## src/rtl/instr_encoder.sv

```systemverilog
// rtl/instr_encoder.sv - packs instruction fields into 16-bit words and streams them to instruction memory
// Optional macro ENC_SKID_EN: adds a 1-entry skid buffer and a registered in_ready.
module instr_encoder #(
  parameter int ADDR_W = 8,
  parameter int LEN_W  = 8
) (
  input  logic              clk,
  input  logic              rst_n,
  input  logic              start,
  input  logic [ADDR_W-1:0] base_addr,
  input  logic [LEN_W-1:0]  prog_len,
  input  logic              in_valid,
  output logic              in_ready,
  input  logic [3:0]        opcode,
  input  logic [2:0]        rd_index,
  input  logic [2:0]        rs_index,
  input  logic [2:0]        rt_index,
  input  logic [2:0]        shamt,
  input  logic [5:0]        constant,
  input  logic [8:0]        address,
  output logic              mem_we,
  input  logic              mem_ready,
  output logic [ADDR_W-1:0] mem_addr,
  output logic [15:0]       mem_wdata,
  output logic              busy,
  output logic              done
);

  typedef enum logic [1:0] {S_IDLE, S_RUN, S_DRAIN} state_e;

  state_e            state_q, state_d;
  logic [ADDR_W-1:0] cnt_q, cnt_d;
  logic [LEN_W-1:0]  remain_q, remain_d;
  logic              mem_we_q, mem_we_d;
  logic [ADDR_W-1:0] mem_addr_q, mem_addr_d;
  logic [15:0]       mem_wdata_q, mem_wdata_d;
  logic              done_q, done_d;

  logic [15:0]       enc_word;
  logic              accept;
  logic              out_free;
  logic              drained;

  assign out_free = !mem_we_q || mem_ready;

`ifdef ENC_SKID_EN
  logic              skid_full_q, skid_full_d;
  logic [15:0]       skid_data_q, skid_data_d;
  logic [ADDR_W-1:0] skid_addr_q, skid_addr_d;
  logic              in_ready_q, in_ready_d;

  assign in_ready = in_ready_q;
  // The load is finished only once the skid is empty and the last output write is taken
  assign drained  = !skid_full_q && mem_we_q && mem_ready;
`else
  assign in_ready = (state_q == S_RUN) && (remain_q != '0) && out_free;
  assign drained  = mem_we_q && mem_ready;
`endif

  assign accept = in_valid && in_ready;

  // Encode purely from the opcode class: 0-7 R, 8-11 I, 12-15 J
  always_comb begin
    enc_word = '0;
    if (!opcode[3]) begin
      enc_word = {opcode, rd_index, rs_index, rt_index, shamt};
    end else if (!opcode[2]) begin
      enc_word = {opcode, rd_index, rs_index, constant};
    end else begin
      enc_word = {opcode, address, 3'b000};
    end
  end

  // Load sequencing: capture on start, count accepts, finish after the last write drains
  always_comb begin
    state_d  = state_q;
    cnt_d    = cnt_q;
    remain_d = remain_q;
    done_d   = 1'b0;
    case (state_q)
      S_IDLE: begin
        if (start) begin
          cnt_d    = base_addr;
          remain_d = prog_len;
          if (prog_len == '0) begin
            done_d = 1'b1;
          end else begin
            state_d = S_RUN;
          end
        end
      end
      S_RUN: begin
        if (accept) begin
          cnt_d    = cnt_q + ADDR_W'(1);
          remain_d = remain_q - LEN_W'(1);
          if (remain_q == LEN_W'(1)) begin
            state_d = S_DRAIN;
          end
        end
      end
      S_DRAIN: begin
        if (drained) begin
          state_d = S_IDLE;
          done_d  = 1'b1;
        end
      end
      default: state_d = S_IDLE;
    endcase
  end

  // Output register (and skid when enabled): reload on accept, hold while stalled
  always_comb begin
    mem_we_d    = mem_we_q;
    mem_addr_d  = mem_addr_q;
    mem_wdata_d = mem_wdata_q;
`ifdef ENC_SKID_EN
    skid_full_d = skid_full_q;
    skid_data_d = skid_data_q;
    skid_addr_d = skid_addr_q;
    if (out_free) begin
      if (skid_full_q) begin
        mem_we_d    = 1'b1;
        mem_addr_d  = skid_addr_q;
        mem_wdata_d = skid_data_q;
        skid_full_d = 1'b0;
      end else if (accept) begin
        mem_we_d    = 1'b1;
        mem_addr_d  = cnt_q;
        mem_wdata_d = enc_word;
      end else begin
        mem_we_d    = 1'b0;
      end
    end
    // A word that cannot go straight to the output parks in the skid
    if (accept && (!out_free || skid_full_q)) begin
      skid_full_d = 1'b1;
      skid_data_d = enc_word;
      skid_addr_d = cnt_q;
    end
    in_ready_d = (state_d == S_RUN) && !skid_full_d && (remain_d != '0);
`else
    if (accept) begin
      mem_we_d    = 1'b1;
      mem_addr_d  = cnt_q;
      mem_wdata_d = enc_word;
    end else if (mem_we_q && mem_ready) begin
      mem_we_d    = 1'b0;
    end
`endif
  end

  // State and datapath registers; reset discards any in-flight word
  always_ff @(posedge clk or negedge rst_n) begin
    if (!rst_n) begin
      state_q     <= S_IDLE;
      cnt_q       <= '0;
      remain_q    <= '0;
      mem_we_q    <= 1'b0;
      mem_addr_q  <= '0;
      mem_wdata_q <= '0;
      done_q      <= 1'b0;
`ifdef ENC_SKID_EN
      skid_full_q <= 1'b0;
      skid_data_q <= '0;
      skid_addr_q <= '0;
      in_ready_q  <= 1'b0;
`endif
    end else begin
      state_q     <= state_d;
      cnt_q       <= cnt_d;
      remain_q    <= remain_d;
      mem_we_q    <= mem_we_d;
      mem_addr_q  <= mem_addr_d;
      mem_wdata_q <= mem_wdata_d;
      done_q      <= done_d;
`ifdef ENC_SKID_EN
      skid_full_q <= skid_full_d;
      skid_data_q <= skid_data_d;
      skid_addr_q <= skid_addr_d;
      in_ready_q  <= in_ready_d;
`endif
    end
  end

  assign mem_we    = mem_we_q;
  assign mem_addr  = mem_addr_q;
  assign mem_wdata = mem_wdata_q;
  assign busy      = (state_q == S_RUN);
  assign done      = done_q;

endmodule

```

## config.mk

```make
export PLATFORM = sky130hd
export DESIGN_NAME = instr_encoder
export DESIGN_NICKNAME = d
export VERILOG_FILES = /design/src/rtl/instr_encoder.sv
export SDC_FILE = /design/constraint.sdc
export NUM_CORES = 1
export LEC_CHECK = 0
export CAP_MARGIN = 10
export CORE_ASPECT_RATIO = 0.6
export CORE_MARGIN = 2
export CORE_UTILIZATION = 49
export DETAILED_ROUTE_END_ITERATION = 8
export HOLD_SLACK_MARGIN = 0.15
export PLACE_DENSITY_LB_ADDON = 0.1
export SLEW_MARGIN = 30
export SYNTH_ARGS = -nofsm -noshare
export SYNTH_HDL_FRONTEND = slang
export SYNTH_SLANG_ARGS = --single-unit
```

## constraint.sdc

```tcl
create_clock -name clk -period 3.9 [get_ports clk]
set_input_delay 0.585 -clock clk [delete_from_list [all_inputs] [get_ports clk]]
set_output_delay 0.585 -clock clk [all_outputs]
set_load 0.05 [all_outputs]
```

==> impl_metrics.toml, run 1 <==
[pwr]
pwr-share-comb = 0.581
clkPwrFrac = 0.110
internal_power_mw = 1.383
power_density_nw_per_um2 = 823.4
p_switching_mw = 1.309
leakage_nw = 1.359
peakVddDrop_v = 0.0004850
p_sw_frac = 0.4863
pwr-share-seq = 0.309

[clock_network]
clockBufferDepth = 2
htree_levels = 2
cts_root_buffer = "clkbuf_8"
cts_tree = "built"
numClockSinks = 44
cts_resized = 0
clkLatencyLatePin_ps = 300
post-cts-setup-buffers = 0
cts_hold_buf = 0
clk_pin_slew_worst_paths_ps = 80
cts_buffers = 5

[die]
io-pin-count = 80
fp-row-count = 19
die_w_microns = 93.78
dieArea_sq_um = 5427
die_y_microns = 57.87
start_util = 0.5138
core_area_sq_um = 4612

[drt]
drt_iter0_drc = 169
ant_nets = 0
vias_per_cell = 6.024
drt_first_pass_iters = 4
drcViolationCount = 0
vias = 2247
routedWlPerCell_microns = 17.17
drt-total-wl_microns = 6405

[logic_synthesis]
synth-edff-count = 0
async_flop_share = 1.000
syn_area_per_cell_sq_um = 10.04
synth-seq-cells = 44
ys_warn_count = 0
syn-num-nets = 292
synthFlopType = "dfrtp_1"
synth_cell_types = 45
synth_area_sq_um = 2370
synth_cells = 236
ys_seq_area_frac = 0.4646

[timing]
finClkSkew_ps = 10.28
rsz0062_at_grt = "false"
finalCritPeriodShare = 0.9207
min_period_ps = 3591
slew_violations = 0
relSlewSlack = 0.3897
worst_pin_slew_ps = 912.3
hold_viol_final = 0
final.setup.tns_ps = 0
setup_viol = 0
setup_ws_ps = 309.1
max_freq_ghz = 0.2785

[worst_setup_path]
crit_fanout = 11
path_cells = "nand2b_1 > inv_1 > o41a_1 > and2_1 > clkdlybuf4s50_1"
cp-end-kind = "output pin"
crit_path_start_kind = "register"
critical_path_class = "register to output pin"
cpMaxStageDelayCell = "clkdlybuf4s50_1"
slowest_delay_ps = 790
crit_family = "buffers and inverters"
worstPathRequired_ps = 3310
critical_path_buf_inv_count = 2
critPathArrivalTime_ps = 3010

[global_route]
track_usage = 0.2511
antenna_found_initial = 0
overflow = 0
grt_max_degree = 45
grt_pass1_wl_microns = 10650
grt_pass1_vias = 2092

[job]
drv_cap = 0

[cells_and_area]
layout_commonest_cell = "clkdlybuf4s50_1"
final_cell_count_no_fill = 373
num-fill-cells = 385
nNetsFinal = 365
area_delta_synth_final_pct = 37.96
drive_gt1_frac = 0.1097
layout_common_cells = "78 x clkdlybuf4s50_1, 44 x dfrtp_1, 24 x o21ai_0, 16 x nand2_1, 16 x mux2_2"
n_antenna_cell = 0

[placed_design]
dp_hpwl_microns = 4735
place_inst = 365
routabilityCongestion = 0.9640
io_buffer_count = 79
pre_cts_ws_ps = 685.7

[min_path]
hold_class = "primary input to asynchronous set/reset pin"

[status]
status = "finished, final reports clean"
[metal layers]
layer  routed length (microns)  vias up  global-route usage
li1                          -     1036                   -
met1                      2963     1087              0.3751
met2                      2716      113              0.3541
met3                       653       11             0.09493
met4                        72        0             0.04555
met5                         0        -                   0
[synth_stat cells (5+ instances only)]
cell | instances | share of area
nor2_1 | 15 | 0.024
mux2_2 | 16 | 0.076
nor4_1 | 6 | 0.016
a21oi_1 | 13 | 0.027
dfrtp_1 | 44 | 0.46
clkbuf_1 | 8 | 0.013
nand2_1 | 16 | 0.025
nand4_1 | 6 | 0.016
mux2i_1 | 10 | 0.042
nand3_1 | 6 | 0.013
a211oi_1 | 5 | 0.016
o21ai_0 | 24 | 0.051
inv_1 | 8 | 0.013
[flip-flops by register name, summed over array words and instances (netlist names)]
register   count
done           1
mem_addr       8
remain_q       8
cnt_q          8
state_q        2
mem_we         1
mem_wdata     16
[metrics by stage]
| step | area (sq um) | hold WS, ps | total power, mW | util |
|---|---|---|---|---|
| finish | 3269 | 260.6 | 2.692 | 0.7089 |
| global route | 3269 | 312.0 | 2.846 | 0.7089 |
| CTS | 3269 | 289.6 | 2.692 | 0.7089 |
| floorplan | 2370 | 289.4 | 1.893 | - |
| global placement | 3173 | 486.8 | 2.345 | 0.6880 |
| detailed placement | 3176 | 492.4 | 2.389 | 0.6886 |
[power groups by stage]
stage	sequential [mW]	combinational, mW	clock, mW
2_1_floorplan	1.24	0.654	0
3_3_place_gp	0.823	1.52	0
3_5_place_dp	0.834	1.55	0
4_1_cts	0.828	1.56	0.304
5_1_grt	0.862	1.66	0.326
6_report	0.832	1.56	0.297
[final timing paths]
check,from,end,slack (ps),cells past startpoint
max,state_q[1],in_ready,310,5
min,rst_n,mem_wdata[15],260,1
max reg2reg,remain_q[4],mem_wdata[4],1100,4
min reg2reg,mem_addr[4],mem_addr[4],510,1
max in group asynchronous,rst_n,mem_addr[7],3230,1
min in group clk,mem_addr[4],mem_addr[4],510,1
[cell type report]
cell class / instances / area (sq um) / share of cell area
multi-input cells: 170 / 1170 / 0.3578
flip-flops and latches: 44 / 1101 / 0.3368
repair buffers: 80 / 795.8 / 0.2434
clock buffers: 7 / 86.33 / 0.02641
well taps: 63 / 78.83 / 0.02411
inverters: 8 / 30.03 / 0.009185
clock inverters: 1 / 7.507 / 0.002296
[cell families after synthesis]
family                     Yosys count  synth area share
and+or+nand+nor                     74            0.1626
adders and majority gates            4           0.02112
AOI/OAI and AO/OA                   66            0.1917
DFF                                 44            0.4646
buffers and inverters               22           0.04171
muxes                               26            0.1183
[worst register-to-register path, cell delays in order, from the launching register on]
cell	delay, ps
dfrtp_1	450
or4_1	690
o41ai_4	780
nor2_1	380
mux2_2	370
No activity file was read; power rests on OpenSTA's default activity.
==> run 2: changes to the inputs <==
- CORE_UTILIZATION: 49 -> 46
- CTS_CLUSTER_SIZE: default -> 24
- clock period: 3.9 -> 4 ns (I/O delays scaled with it)
==> impl_metrics.toml, run 2 (synthesis results as in run 1) <==
[clock_network]
cts_buffers = 5
clkLatencyLatePin_ps = 290
cts_resized = 0
clockBufferDepth = 2
cts_root_buffer = "clkbuf_8"
numClockSinks = 44
clk_pin_slew_worst_paths_ps = 80
cts_hold_buf = 0
post-cts-setup-buffers = 0
htree_levels = 2
cts_tree = "built"

[die]
die_y_microns = 59.60
core_area_sq_um = 5005
start_util = 0.4735
die_w_microns = 96.66
dieArea_sq_um = 5760
io-pin-count = 80
fp-row-count = 20

[worst_setup_path]
critical_path_buf_inv_count = 2
cp-end-kind = "output pin"
crit_fanout = 11
crit_family = "buffers and inverters"
worstPathRequired_ps = 3400
critPathArrivalTime_ps = 2970
crit_path_start_kind = "register"
path_cells = "nand2b_1 > inv_1 > o41a_1 > and2_1 > clkdlybuf4s50_1"
slowest_delay_ps = 800
cpMaxStageDelayCell = "clkdlybuf4s50_1"
critical_path_class = "register to output pin"

[job]
drv_cap = 0

[global_route]
grt_max_degree = 45
grt_pass1_wl_microns = 10740
antenna_found_initial = 0
overflow = 0
grt_pass1_vias = 2164
track_usage = 0.2362

[timing]
finalCritPeriodShare = 0.8918
setup_viol = 0
final.setup.tns_ps = 0
hold_ws_ps = 296.0
finClkSkew_ps = 5.597
max_freq_ghz = 0.2803
relSlewSlack = 0.4007
worst_pin_slew_ps = 897.0
min_period_ps = 3567
rsz0062_at_grt = "false"
hold_viol_final = 0
slew_violations = 0

[drt]
drt_first_pass_iters = 4
vias = 2130
drt-total-wl_microns = 6334
vias_per_cell = 5.710
ant_nets = 0
routedWlPerCell_microns = 16.98
drt_iter0_drc = 153
drcViolationCount = 0

[min_path]
hold_class = "primary input to asynchronous set/reset pin"

[pwr]
power_density_nw_per_um2 = 789.4
peakVddDrop_v = 0.0005506
leakage_nw = 1.351

[cells_and_area]
final_core_util = 0.6490
layout_common_cells = "78 x clkdlybuf4s50_1, 44 x dfrtp_1, 24 x o21ai_0, 16 x nand2_1, 16 x mux2_2"
final_cell_area_sq_um = 3248
area_delta_synth_final_pct = 37.06
nNetsFinal = 365
drive_gt1_frac = 0.1042
num-fill-cells = 439
layout_commonest_cell = "clkdlybuf4s50_1"
largest_reg_flops = 16
n_antenna_cell = 0
final_cell_count_no_fill = 373

[placed_design]
routabilityCongestion = 0.8978
dp_hpwl_microns = 4725
io_buffer_count = 79
placed_cell_area_sq_um = 3179
place_inst = 368

[status]
status = "finished, final reports clean"
-- run 2: through the flow --
step           setup slack [ps]  power, mW
2_1_floorplan              1411      1.846
4_1_cts                   426.9      2.580
6_report                  432.8      2.564
5_1_grt                   219.2      2.730
3_3_place_gp              847.9      2.302
3_5_place_dp              773.4      2.323
-- run 2: cell type report --
cell class | instances | area (sq um) | area share
Inverter | 8 | 30.03 | 0.009245
Timing Repair Buffer | 80 | 795.8 | 0.2450
Clock buffer | 5 | 68.82 | 0.02119
Multi-Input combinational cell | 170 | 1170 | 0.3602
Tap cell | 66 | 82.58 | 0.02542
Sequential cell | 44 | 1101 | 0.3390
-- run 2: worst paths after layout --
| check | from | end | slack [ps] | depth (start not counted) |
|---|---|---|---|---|
| setup reg to reg | remain_q[4] | mem_wdata[13] | 1290 | 4 |
| max in group asynchronous | rst_n | cnt_q[3] | 3320 | 1 |
| min in group clk | mem_wdata[15] | mem_wdata[15] | 510 | 1 |
| hold reg to reg | mem_wdata[15] | mem_wdata[15] | 510 | 1 |
| setup / recovery | state_q[0] | in_ready | 430 | 5 |
| hold / removal | rst_n | mem_wdata[8] | 300 | 1 |
-- run 2: layer usage --
metal / global-route usage / up-vias / wire length, microns
li1: - / 1026 / -
met1: 0.3504 / 1024 / 3055
met2: 0.3502 / 78 / 2745
met3: 0.06250 / 2 / 502
met4: 0.05231 / 0 / 29
met5: 0 / - / 0
-- run 2: power by group --
part           internal [mW]  total, mW  switching (mW)
Clock                  0.113      0.248           0.136
Sequential             0.641      0.811           0.170
Combinational          0.565       1.50           0.940
Total                   1.32       2.56            1.25
==> run 3: changes to the inputs <==
- CORE_UTILIZATION: 46 -> 49
- MAX_ROUTING_LAYER: default -> met4
- RECOVER_POWER: default -> 100
- clock period: 4 -> 4.5 ns (I/O delays scaled with it)
==> impl_metrics.toml, run 3 (synthesis results as in run 1) <==
[drt]
drt-total-wl_microns = 6382
vias_per_cell = 5.829
ant_nets = 0
vias = 2180
drcViolationCount = 0
routedWlPerCell_microns = 17.06
drt_first_pass_iters = 4
drt_iter0_drc = 207

[timing]
max_freq_ghz = 0.2696
slew_violations = 0
finClkSkew_ps = 6.353
final.setup.tns_ps = 0
min_period_ps = 3709
rsz0062_at_grt = "false"
worst_pin_slew_ps = 1486
setup_viol = 0
setup_ws_ps = 790.8
hold_viol_final = 0
relSlewSlack = 0.009238
finalCritPeriodShare = 0.8243

[worst_setup_path]
critPathLaunch = "state_q[0]"
critical_path_buf_inv_count = 2
worstReg2RegStart = "state_q[0]"
cp-end-kind = "output pin"
crit_family = "buffers and inverters"
r2r-end = "cnt_q[3]"
rr_worst_depth = 5
crit_path_start_kind = "register"
crit_fanout = 11
slowest_delay_ps = 860
worstPathRequired_ps = 3830
critPathArrivalTime_ps = 3030
path_cells = "nand2b_1 > inv_1 > o41a_1 > and2_1 > dlygate4sd3_1"
critical_path_class = "register to output pin"
r2r_slack_ps = 1450
cpMaxStageDelayCell = "dlygate4sd3_1"

[global_route]
grt_pass1_vias = 2012
track_usage = 0.2471
grt_max_degree = 29
overflow = 0
antenna_found_initial = 0
grt_pass1_wl_microns = 10080

[pwr]
leakage_nw = 1.379
power_density_nw_per_um2 = 698.2
peakVddDrop_v = 0.0003879

[die]
start_util = 0.5138
die_y_microns = 57.87
core_area_sq_um = 4612
die_w_microns = 93.78
fp-row-count = 19
dieArea_sq_um = 5427
io-pin-count = 80

[cells_and_area]
layout_commonest_cell = "clkdlybuf4s50_1"
n_antenna_cell = 0
area_delta_synth_final_pct = 37.54
largest_reg_flops = 16
nNetsFinal = 366
layout_common_cells = "49 x clkdlybuf4s50_1, 44 x dfrtp_1, 29 x dlygate4sd3_1, 25 x o21ai_0, 17 x nand2_1"
drive_gt1_frac = 0.09646

[clock_network]
clk_pin_slew_worst_paths_ps = 80
clkLatencyLatePin_ps = 300
cts_tree = "built"
numClockSinks = 44
cts_buffers = 5
clockBufferDepth = 2
htree_levels = 2
cts_resized = 0
post-cts-setup-buffers = 0
cts_hold_buf = 0
cts_root_buffer = "clkbuf_8"

[job]
drv_cap = 0

[placed_design]
io_buffer_count = 79
pre_cts_ws_ps = 1228
dp_hpwl_microns = 4775
routabilityCongestion = 0.9804

[status]
status = "finished, final reports clean"

[min_path]
hold_class = "primary input to asynchronous set/reset pin"
run 3: changes by cell type in the layout (fill, tap and decap cells not counted):
cell / change
o21ai_2: -1
clkbuf_8: +1
dlygate4sd3_1: +29
nand2_2: -1
buf_4: -1
o21ai_0: +1
clkbuf_1: +4
nand2_1: +1
clkdlybuf4s50_1: -29
run 3: area by class of cell:
cell class	count	area (sq um)
fillers	385	1353
multi-input cells	170	1164
flip-flops and latches	44	1101
repair buffers	81	795.8
clock buffers	8	90.09
well taps	63	78.83
inverters	8	30.03
run 3: worst max path at each step:
stage	end	slack, ps	cells after the start
global route	in_ready	660	5
detailed placement	in_ready	1230	5
CTS	in_ready	900	5
global placement	in_ready	1290	5
finish	in_ready	790	5
floorplan	in_ready	1840	7
run 3: per-layer routing:
metal / track usage / vias up / share of wire
li1: - / 1027 / -
met1: 0.3857 / 1041 / 0.48
met2: 0.3398 / 110 / 0.42
met3: 0.05332 / 2 / 0.10
met4: 0.03106 / 0 / 0.0013
met5: - / - / 0
run 3: worst register-to-register path: cells and delay by family, from the launching register on:
family,cells,cell delay [ps]
flip-flops,1,510
AND/OR/NAND/NOR,2,910
buffers and inverters,1,410
AO/OA/AOI/OAI,2,1100
run 3: through the flow:
stage | area [sq um] | hold WS, ps | utilization | instances | total power, mW
finish | 3259 | 468.2 | 0.7067 | 374 | 2.276
global route | 3259 | 512.8 | 0.7067 | 374 | 2.401
CTS | 3283 | 308.8 | 0.7119 | 374 | 2.325
detailed placement | 3193 | 492.4 | 0.6923 | 366 | 2.066
global placement | 3173 | 487.3 | 0.6880 | 365 | 2.035
floorplan | 2370 | 379.4 | - | 236 | 1.641
run 3: power by group:
group / switching [mW] / total [mW] / internal (mW) / leakage, nW
clock: 0.134 / 0.260 / 0.125 / 0.0455
combinational: 0.840 / 1.30 / 0.460 / 0.794
sequential: 0.147 / 0.717 / 0.570 / 0.539
total: 1.12 / 2.28 / 1.15 / 1.38
==> edit, RTL diff (flow settings as in run 2) <==
Encoding of `state_e`: now one-hot (3 bits for 3 states).
--- a/src/rtl/instr_encoder.sv
+++ b/src/rtl/instr_encoder.sv
@@ -26,7 +26,7 @@
   output logic              done
 );
 
-  typedef enum logic [1:0] {S_IDLE, S_RUN, S_DRAIN} state_e;
+  typedef enum logic [2:0] {S_IDLE = 3'b001, S_RUN = 3'b010, S_DRAIN = 3'b100} state_e;
 
   state_e            state_q, state_d;
   logic [ADDR_W-1:0] cnt_q, cnt_d;
Formal check against the unedited RTL: same outputs for any inputs over 10 cycles, from zero or initial values and one cycle with rst_n low; not proved beyond that.
==> edit against run 2 <==
  * Highest routed layer unchanged
  * Global-route usage fell by 3.9 points
  * Count of clock-buffer cells in the layout is the same
  * Clock power up 40%
  * Critical path type unchanged
  * Final area is 0.19% lower
  * Maximum frequency up 18%
  * Worst setup slack better by 0.53 ns
  * Largest cell class is now sequential cells
  * Sequential share of layout area up 0.88 points
  * Sequential cell count increased by 1
  * Combinational power shrank 13%
  * Total power decreased by 3.5%
  * Synthesized area down 1.6%
  * Wire length fell by 17%
==> edit: results (changes against run 2) <==
| Metric | Value |
|---|---|
| Status | finished clean |
| R2r setup slk | 1.78 ns (+0.49 ns) |
| Place WS | 1.17 ns (+0.397 ns) |
| Arrival @ worst endpoint | 2.43 ns (-0.54 ns) |
| Syn Nets | 314 (+7.5%) |
| Async SR Flop Fraction | 1.00 (unchanged) |
| Total number of vias | 2037 (-4.4%) |
| Met2 WL post-DR | 2.27 mm (-17%) |
| Register area share after synthesis | 0.483 (+0.0187) |
| Met1 WL | 2.64 mm (-13%) |
| Most frequent cells after synthesis | nand2_1 (68), dfrtp_1 (44), a21oi_1 (24) |
| VDD IR-drop max | 0.470 mV (-15%) |
| Final wirelength | 5.28 mm (-17%) |
| Int Pwr | 1320 µW (about the same) |
| Dpl cell area | 3120 µm² (-1.7%) |
| GR Util met2 | 0.311 (-0.0395) |
| Mean Syn Cell Area | 9.04 µm² (-10%) |
| Psw | 1150 µW (-7.3%) |
| Largest net degree at the start of global routing | 46 (+2.2%) |
| GP Congestion | 0.780 (-13%) |
| Share of post-route cells with drive strength above 1 | 0.0841 (-0.0202) |
| Synth unique cells | 41 (-8.9%) |
| Global-route wire length before repair | 8.63 mm (-20%) |
| Worst reg2reg startpoint | state_q[2] |
| # placed instances | 391 (+6.3%) |
| Power in sequential cells | 828 µW (+2%) |
| GR Util All Layers | 0.197 (-0.0388) |
| Setup WS post-layout | 0.967 ns (+0.534 ns) |
| Combinational power share | 0.525 (-0.062) |
| Reg-to-Reg End | mem_wdata[3] |
| Length in cells of the worst reg-to-reg path | 8 (+4) |
| Grt met3 use | 0.0598 (-0.00270) |
| Starting DRT DRC Count | 100 (-35%) |
| Met3 WL | 341 µm (-32%) |
| Vias per cell | 5.11 (-11%) |
| Vias in the first global route | 1916 (-11%) |
| Leak Pwr | 0.00138 µW (+2.4%) |
| Top post-synthesis cells by area | dfrtp_1 (47%), nand2_1 (11%), a21oi_1 (5.2%) |
-- edit: cell count changes in the layout (fill, tap and decap cells not counted), moves of 4 or more --
cell	run 2	this run
nand2_1	16	68
a21oi_1	13	24
a211oi_1	5	0
nor4_1	6	2
o22ai_1	0	5
o21ai_2	1	10
nor2b_1	4	0
o21ai_0	24	14
mux2_2	16	0
inv_1	8	3
-- edit: cell families after synthesis --
logic type	Yosys count	synth area share
buf+inv	18	0.0467
simple gates	115	0.229
flops	45	0.483
fa+ha+maj	4	0.0215
mux	11	0.0472
compound gates	65	0.172
-- edit: area by class of cell --
class	instances	area, µm²
clock buffer	5	68.8
clock inverter	3	46.3
fill	435	1740
inverter	4	15.0
multi-input combinational	195	1100
sequential	45	1130
tap	66	82.6
timing repair buffer	81	803
-- edit: critical path: stages (launching register included) --
cell and delay [ns]:
dfrtp_1 0.41, nor2_1 0.13, nand2_2 0.12, inv_2 0.47, nand2_1 0.10, nor2_1 0.11
clkdlybuf4s50_1 0.81
